$ cat config.mk
export PLATFORM = sky130hd
export DESIGN_NAME = isa_bus_master
export DESIGN_NICKNAME = d
export VERILOG_FILES = /design/src/rtl/isa_bus_pkg.sv /design/src/rtl/isa_bus_master.sv
export SDC_FILE = /design/constraint.sdc
export NUM_CORES = 1
export LEC_CHECK = 0
export ABC_AREA = 1
export BUFFER_PORTS_ARGS = -buffer_cell sky130_fd_sc_hd__buf_2
export CAP_MARGIN = 5
export CORE_MARGIN = 4
export CORE_UTILIZATION = 54
export DETAILED_ROUTE_END_ITERATION = 8
export GPL_TIMING_DRIVEN = 1
export PLACE_DENSITY = 0.84
export SETUP_SLACK_MARGIN = 0.05
export SYNTH_ARGS = -nofsm -noshare
export SYNTH_HDL_FRONTEND = slang
export SYNTH_SLANG_ARGS = --single-unit
$ cat constraint.sdc
create_clock -name clk -period 3 [get_ports clk]
set_clock_uncertainty 0.2 [all_clocks]
set_input_delay 0.6 -clock clk [delete_from_list [all_inputs] [get_ports clk]]
set_output_delay 0.6 -clock clk [all_outputs]
set_load 0.005 [all_outputs]
$ cat src/rtl/isa_bus_pkg.sv
// Shared types and constants for the ISA bus initiator and the video adapters behind it.
package isa_bus_pkg;

  typedef enum logic [2:0] {
    ST_IDLE,
    ST_SETUP,
    ST_STROBE,
    ST_WAIT,
    ST_HOLD
  } state_e;

  // Bit index into the active-low strobe vector, encoded as {io, write}
  typedef enum logic [1:0] {
    CYC_MEMR = 2'b00,
    CYC_MEMW = 2'b01,
    CYC_IOR  = 2'b10,
    CYC_IOW  = 2'b11
  } cyc_e;

  localparam logic [15:0] CGA_BASE = 16'h03D0;
  localparam logic [15:0] MDA_BASE = 16'h03B0;

  localparam logic [3:0] REG_MODE    = 4'h8;
  localparam logic [3:0] REG_COLOUR  = 4'h9;
  localparam logic [3:0] REG_STATUS  = 4'hA;
  localparam logic [3:0] REG_PALETTE = 4'hE;

  function automatic cyc_e cyc_type(input logic io, input logic write);
    return cyc_e'({io, write});
  endfunction

  function automatic logic [3:0] strobe_lo(input cyc_e c);
    return ~(4'b0001 << c);
  endfunction

endpackage

$ cat src/rtl/isa_bus_master.sv
// ISA bus initiator: one CPU request becomes one setup/strobe/wait/hold cycle with a
// single-cycle response carrying read data or a timeout flag.
//
// state  | meaning
// IDLE   | bus parked (AEN high), ready for a request
// SETUP  | address/AEN/write data settling before the strobe
// STROBE | strobe low for the minimum width, bus_rdy ignored until the last cycle
// WAIT   | strobe held low until bus_rdy or the timeout count expires
// HOLD   | strobe high, address/data held; response pulses in the last cycle
module isa_bus_master
  import isa_bus_pkg::*;
#(
  parameter int unsigned SETUP_CYC   = 1,
  parameter int unsigned STROBE_MIN  = 4,
  parameter int unsigned HOLD_CYC    = 1,
  parameter int unsigned RDY_TIMEOUT = 255
) (
  input  logic        clk,
  input  logic        reset_l,
  input  logic        req_valid,
  output logic        req_ready,
  input  logic        req_io,
  input  logic        req_write,
  input  logic [19:0] req_addr,
  input  logic [7:0]  req_wdata,
  output logic        rsp_valid,
  output logic [7:0]  rsp_rdata,
  output logic        rsp_timeout,
  output logic [19:0] bus_a,
  output logic [7:0]  bus_d_out,
  output logic        bus_d_oe,
  input  logic [7:0]  bus_d_in,
  output logic        bus_ior_l,
  output logic        bus_iow_l,
  output logic        bus_memr_l,
  output logic        bus_memw_l,
  output logic        bus_aen,
  input  logic        bus_rdy,
  output logic        busy
);

  localparam logic [7:0] SETUP_LD  = 8'(SETUP_CYC - 1);
  localparam logic [7:0] STROBE_LD = 8'(STROBE_MIN - 1);
  localparam logic [7:0] HOLD_LD   = 8'(HOLD_CYC - 1);
  localparam logic [7:0] RDY_LD    = 8'(RDY_TIMEOUT - 1);

  state_e     state;
  logic [7:0] cnt;
  logic [3:0] strb_l;
  logic       io_q;
  logic       wr_q;
  logic       tmo_flag;
  logic       to_hold;
  logic       tmo_now;

  always_comb begin
    to_hold = 1'b0;
    tmo_now = 1'b0;
    case (state)
      ST_STROBE: to_hold = (cnt == 8'd0) && bus_rdy;
      ST_WAIT: begin
        to_hold = bus_rdy || (cnt == 8'd0);
        tmo_now = !bus_rdy && (cnt == 8'd0);
      end
      default: ;
    endcase
  end

  always_ff @(posedge clk or negedge reset_l) begin
    if (!reset_l) begin
      state       <= ST_IDLE;
      cnt         <= 8'd0;
      strb_l      <= 4'hF;
      io_q        <= 1'b0;
      wr_q        <= 1'b0;
      tmo_flag    <= 1'b0;
      req_ready   <= 1'b1;
      busy        <= 1'b0;
      bus_aen     <= 1'b1;
      bus_a       <= 20'd0;
      bus_d_out   <= 8'd0;
      bus_d_oe    <= 1'b0;
      rsp_valid   <= 1'b0;
      rsp_rdata   <= 8'd0;
      rsp_timeout <= 1'b0;
    end else begin
      rsp_valid   <= 1'b0;
      rsp_timeout <= 1'b0;
      case (state)
        ST_IDLE: begin
          if (req_valid) begin
            io_q      <= req_io;
            wr_q      <= req_write;
            bus_a     <= req_addr;
            bus_aen   <= 1'b0;
            if (req_write) begin
              bus_d_out <= req_wdata;
              bus_d_oe  <= 1'b1;
            end
            cnt       <= SETUP_LD;
            req_ready <= 1'b0;
            busy      <= 1'b1;
            state     <= ST_SETUP;
          end
        end
        ST_SETUP: begin
          if (cnt == 8'd0) begin
            strb_l <= strobe_lo(cyc_type(io_q, wr_q));
            cnt    <= STROBE_LD;
            state  <= ST_STROBE;
          end else begin
            cnt <= cnt - 8'd1;
          end
        end
        ST_STROBE, ST_WAIT: begin
          if (to_hold) begin
            strb_l   <= 4'hF;
            cnt      <= HOLD_LD;
            tmo_flag <= tmo_now;
            state    <= ST_HOLD;
            if (!wr_q) rsp_rdata <= tmo_now ? 8'hFF : bus_d_in;
            // Registered response must already be up in the first HOLD cycle when it is also the last
            if (HOLD_CYC == 1) begin
              rsp_valid   <= 1'b1;
              rsp_timeout <= tmo_now;
            end
          end else if (state == ST_STROBE && cnt == 8'd0) begin
            cnt   <= RDY_LD;
            state <= ST_WAIT;
          end else begin
            cnt <= cnt - 8'd1;
          end
        end
        ST_HOLD: begin
          if (cnt == 8'd0) begin
            bus_aen   <= 1'b1;
            bus_d_oe  <= 1'b0;
            tmo_flag  <= 1'b0;
            req_ready <= 1'b1;
            busy      <= 1'b0;
            state     <= ST_IDLE;
          end else begin
            cnt <= cnt - 8'd1;
            if (cnt == 8'd1) begin
              rsp_valid   <= 1'b1;
              rsp_timeout <= tmo_flag;
            end
          end
        end
        default: state <= ST_IDLE;
      endcase
    end
  end

  assign bus_memr_l = strb_l[CYC_MEMR];
  assign bus_memw_l = strb_l[CYC_MEMW];
  assign bus_ior_l  = strb_l[CYC_IOR];
  assign bus_iow_l  = strb_l[CYC_IOW];

endmodule

# Yosys cells after proc, flatten, opt, wreduce, memory -nomap -nowiden
# Cells that the tools add are included.
# word_totals
input_bits,42
out_inout_bits,46
wordCells,88
register_bits,59
# op_classes
n_bitwise,2
mux,37
eq_ne,12
addsub,1
n_reduce_logical,21
shifts,1
# ops
operator,n
$mux W8,6
$pmux W8 S4,1
$reduce_and A3 Y1,6
$mux W3,5
$mux W1,14
$pmux W1 S2,7
$ne A2 B2 Y1 const B,6
$pmux W3 S4,1
$eq A8 B1 Y1 const B,1
$logic_not A8 Y1,1
$mux W4,2
$pmux W4 S2,1
$reduce_and A4 Y1,2
$sub A8 B1 Y8 const B,1
$eq A3 B2 Y1 const B,2
$reduce_bool A2 Y1,3
$not A4 Y4,1
$reduce_bool A4 Y1,1
$shl A1 B2 Y4 const A,1
$eq A3 B1 Y1 const B,1
$eq A3 B3 Y1 const B,1
$logic_and A1 B1 Y1,3
$logic_not A3 Y1,1
$ne A3 B3 Y1 const B,1
other kinds (5),5

# Logic depth before layout (Yosys ltp)
# logic_depth
ltp_word,5
mapped_depth,11
depth_no_buf,11

# Least setup slack after synthesis
# No wires, ideal clock.
# synth_path
kind,register to register
start,register cnt[0]
end,register cnt[2]
setup_slack_ns,1.293
path_buffers,0
stages_incl_launch_ff,12
t_required_ns,2.681
setup_ns,0.119
synth_period_minus_slack_ns,1.707
arrival_time_ns,1.389
path_cell_list,dfrtp_1 inv_1 ha_1 nand2_1 nor2_4 nand2_2 nand2_2 nand2_4 nand2_4 nand3_2 nand3_1 nand2_1
# synth_via
elab_chain_cells,5
elab_cells_between_ends,13
classes_between,1 x add/sub; 1 x eq/ne; 6 x mux; 5 x reduce/logical
# synth_lines
item,line,text
"start, declared",isa_bus_master.sv:48,logic [7:0] cnt;
"start signal, assigned",isa_bus_master.sv:112,cnt <= cnt - 8'd1;
"start signal, assigned",isa_bus_master.sv:131,cnt <= cnt - 8'd1;
"start signal, assigned",isa_bus_master.sv:143,cnt <= cnt - 8'd1;
branches (longest 5 deep; another with $sub A8 B1 Y8),n/a,
# Parallel ways; which one is timed is not known. The select of a mux whose other input is x is not followed.
# A chain may end at the register's enable or synchronous reset.

# Worst setup path after layout
# layout_path
start,register state[0]
end,register bus_d_oe
# layout_via
elab_chain_cells,3
elab_cells_between_ends,8
classes_between,4 x eq/ne; 1 x mux; 3 x reduce/logical
# layout_lines
item,line,text
"start, declared",isa_bus_master.sv:47,state_e state;
"start signal, assigned",isa_bus_master.sv:71,state <= ST_IDLE;
"start signal, assigned",isa_bus_master.sv:103,state <= ST_SETUP;
"start signal, assigned",isa_bus_master.sv:110,state <= ST_STROBE;
$eq A3 B3 Y1 or $logic_not A3 Y1 (tied branches),isa_bus_master.sv:89,case (state)
$ne A2 B2 Y1 (no line) or $reduce_bool A2 Y1 (tied branches),n/a,
$reduce_and A4 Y1 (no line),n/a,
"end signal, assigned",isa_bus_master.sv:82,bus_d_oe <= 1'b0;
"end signal, assigned",isa_bus_master.sv:98,bus_d_oe <= 1'b1;
"end signal, assigned",isa_bus_master.sv:137,bus_d_oe <= 1'b0;
"end, declared",isa_bus_master.sv:31,"output logic bus_d_oe,"
# Several ways; a longest one is shown, not always the timed one.

==> key figures <==
Hold path
  • Hold path startpoint: req_addr[5]
  • Hold Path Class: in -> reg
  • Hold endpoint: bus_a[5]
  • Hold Crit Depth: 3

Job
  • Number of max-cap violations: 0

Clocking
  • Buffer depth of the longest clock path: 2
  • # resized after CTS: 0
  • Clk sinks: 59
  • Clock Latency Late Sink: 330 ps
  • CTS Root Cell: clkbuf_8
  • H-tree Lvls: 3
  • CTS Hold Bufs: 1
  • Worst-path clk slew: 60 ps
  • CTS buffer count: 9
  • Postcts setup bufs: 0
  • CTS tree: done

Synth
  • Mapped Area: 0.00269 sq mm
  • Gate count of the mapped netlist: 322
  • Yosys warning count: 0
  • Distinct cells, synth: 28
  • Synth Net Count: 367
  • Yosys reg bits: 59
  • Syn_area_per_cell: 8.36 sq um
  • Post-synthesis sequential area ratio: 0.551

Timing
  • Slew HR: 0.662
  • Final hold viol count: 0
  • Fmax: 0.419 GHz
  • Setup-failing EPs final: 0
  • Slew Viols, Final: 0
  • Hold Slack: 257 ps
  • Setup TNS: 0 ps
  • Final worst path period need: 2390 ps
  • Final Cycle Share: 0.796
  • Unrepaired setup endpoints after global routing: false
  • Worst Tran Pin Value: 503 ps

Global routing
  • Initial antenna violation count: 0
  • Global route overflow: 0
  • Vias in the first global route: 2548
  • Largest net degree at the start of global routing: 30
  • First-pass GRT wire length: 11300 um
  • Tot GR Track Use: 0.232

Final layout
  • Commonest cells after routing, fill and taps aside: nand2_1 (134), buf_2 (87), dfrtp_1 (54), inv_1 (20)
  • NumNets Final: 461
  • Ant diodes: 0
  • P&R area growth vs syn: 27.2%
  • Filler cells: 362
  • Layout cell share with drive strength beyond 1: 0.314
  • Commonest non-fill, non-tap cell in the layout: nand2_1

Worst setup path
  • FF-to-FF path depth: 9
  • Critical Path RT: 3070 ps
  • Crit Reg-Reg Startpoint: state[0]
  • CP endpoint kind: register
  • Critical path type: reg -> reg
  • Flop-to-flop setup slack: 610 ps
  • Crit path max fanout: 24
  • CP startpoint kind: register
  • Worst flop-to-flop path endpoint: bus_d_oe
  • Data arrival, critical path: 2460 ps

Routing
  • Drt wl/cell: 12.9 um
  • DRC violations left: 0
  • DRT Wirelength: 6280 um
  • DR pass1 iterations: 4
  • Via count: 2462
  • Via-to-Cell Ratio: 5.05
  • Starting DRT DRC Count: 156
  • Number of routed nets with antenna violations: 0

Floorplan
  • Die H: 78.6 um
  • Die footprint: 0.00618 sq mm
  • # rows: 25
  • Die Wd: 78.6 um
  • Starting density of the core: 0.563
  • Placeable Area: 0.00479 sq mm
  • I/O Pins: 88

Placement
  • Buffers on Ports: 87
  • Post-detail-place hpwl: 4630 um
  • Gpl congestion: 0.896

Pwr
  • Clock power share: 0.207
  • Sequential share of power: 0.362
  • VDD IR-drop max: 0.606 mV
  • Internal power: 2.33 mW
  • Pleak: 1.97 nW
  • Combinational fraction of design power: 0.431
  • Switching pwr: 1.58 mW
  • Pwr dens: 1140 mW/mm^2
  • Switching share of power: 0.404

Status
  • Status: finished, final reports clean
## kinds of logic (layout without fill, tap and decap cells)
| logic type | count (synthesis) | count (layout) | synth area share |
|---|---|---|---|
| XOR/XNOR | 4 | 4 | 0.0130 |
| adder cells (fa/ha/maj) | 3 | 3 | 0.0139 |
| AO/OA/AOI/OAI | 38 | 38 | 0.0753 |
| AND/OR/NAND/NOR | 184 | 184 | 0.295 |
| flip-flops | 59 | 59 | 0.551 |
| buffers and inverters | 34 | 133 | 0.0525 |
## cell usage after synthesis
library cell | number | share of area
nand2_1 | 134 | 0.19
dfrtp_1 | 54 | 0.50
inv_1 | 20 | 0.028
nand3_1 | 17 | 0.032
o21ai_0 | 17 | 0.032
o21ai_1 | 14 | 0.026
nor2_1 | 12 | 0.017
inv_2 | 7 | 0.0098
dfstp_2 | 5 | 0.049
nand2_2 | 5 | 0.012
nor3_1 | 5 | 0.0093
nor2_2 | 4 | 0.0093
xor2_1 | 4 | 0.013
clkbuf_1 | 3 | 0.0042
ha_1 | 3 | 0.014
a21oi_1 | 2 | 0.0037
buf_2 | 2 | 0.0037
nand2_4 | 2 | 0.0084
nor2_4 | 2 | 0.0084
o211ai_1 | 2 | 0.0056
buf_4 | 1 | 0.0028
buf_6 | 1 | 0.0042
nand3_2 | 1 | 0.0037
nand3_4 | 1 | 0.0065
nand4_1 | 1 | 0.0023
o21ai_2 | 1 | 0.0033
o22ai_1 | 1 | 0.0023
o31ai_1 | 1 | 0.0028
## worst max-delay path by stage
stage          startpoint  endpoint  slack [ps]  cells after the start
6_report         state[0]  bus_d_oe         610                      9
3_3_place_gp     state[0]  bus_d_oe         760                      9
2_1_floorplan      cnt[0]    cnt[2]        1290                     11
4_1_cts          state[0]  bus_d_oe         610                      9
5_1_grt          state[0]  bus_d_oe         380                      9
3_5_place_dp     state[0]  bus_d_oe         640                      9
## power groups by stage
stage	clock network (mW)	logic (mW)	registers, mW
CTS	0.825	1.70	1.41
floorplan	0	1.12	1.41
finish	0.809	1.69	1.42
detailed placement	0	1.69	1.41
global route	0.867	1.96	1.47
global placement	0	1.63	1.41
## metrics by stage
step / power (mW) / setup WS (ps) / instance area (sq um) / utilization / std cells
finish: 3.92 / 612 / 3420 / 0.716 / 488
global route: 4.29 / 384 / 3420 / 0.716 / 488
CTS: 3.94 / 610 / 3420 / 0.716 / 488
detailed placement: 3.10 / 641 / 3190 / 0.666 / 471
global placement: 3.05 / 761 / 3190 / 0.666 / 471
floorplan: 2.53 / 1290 / 2690 / - / 322
## layout make-up
class	count	area [sq um]	share of cell area
Sequential cell	59	1480	0.433
Multi-Input combinational cell	229	1070	0.312
Timing Repair Buffer	90	460	0.134
Clock buffer	12	155	0.0453
Inverter	27	101	0.0296
Tap cell	67	83.8	0.0245
Clock inverter	4	72.6	0.0212
## per-layer routing
metal	share of wire	vias up	track usage
met5	0	-	0
met4	0.016	0	0.0927
met3	0.071	11	0.0849
met2	0.49	88	0.376
met1	0.42	1157	0.281
li1	-	1206	-
## worst max-delay path: stages (launching register included)
cell,delay (ps)
dfrtp_1,430
nor2_2,230
nand2_1,130
inv_2,100
nand2_2,250
inv_2,410
nand2_2,220
inv_2,180
o21ai_1,100
inv_1,80
## registers in the layout, indices dropped and copies added (netlist names), 3 cells and up
signal	flops
bus_a	20
bus_d_out	8
cnt	8
rsp_rdata	8
strb_l	4
state	3
(Power assumes the default switching activity.)
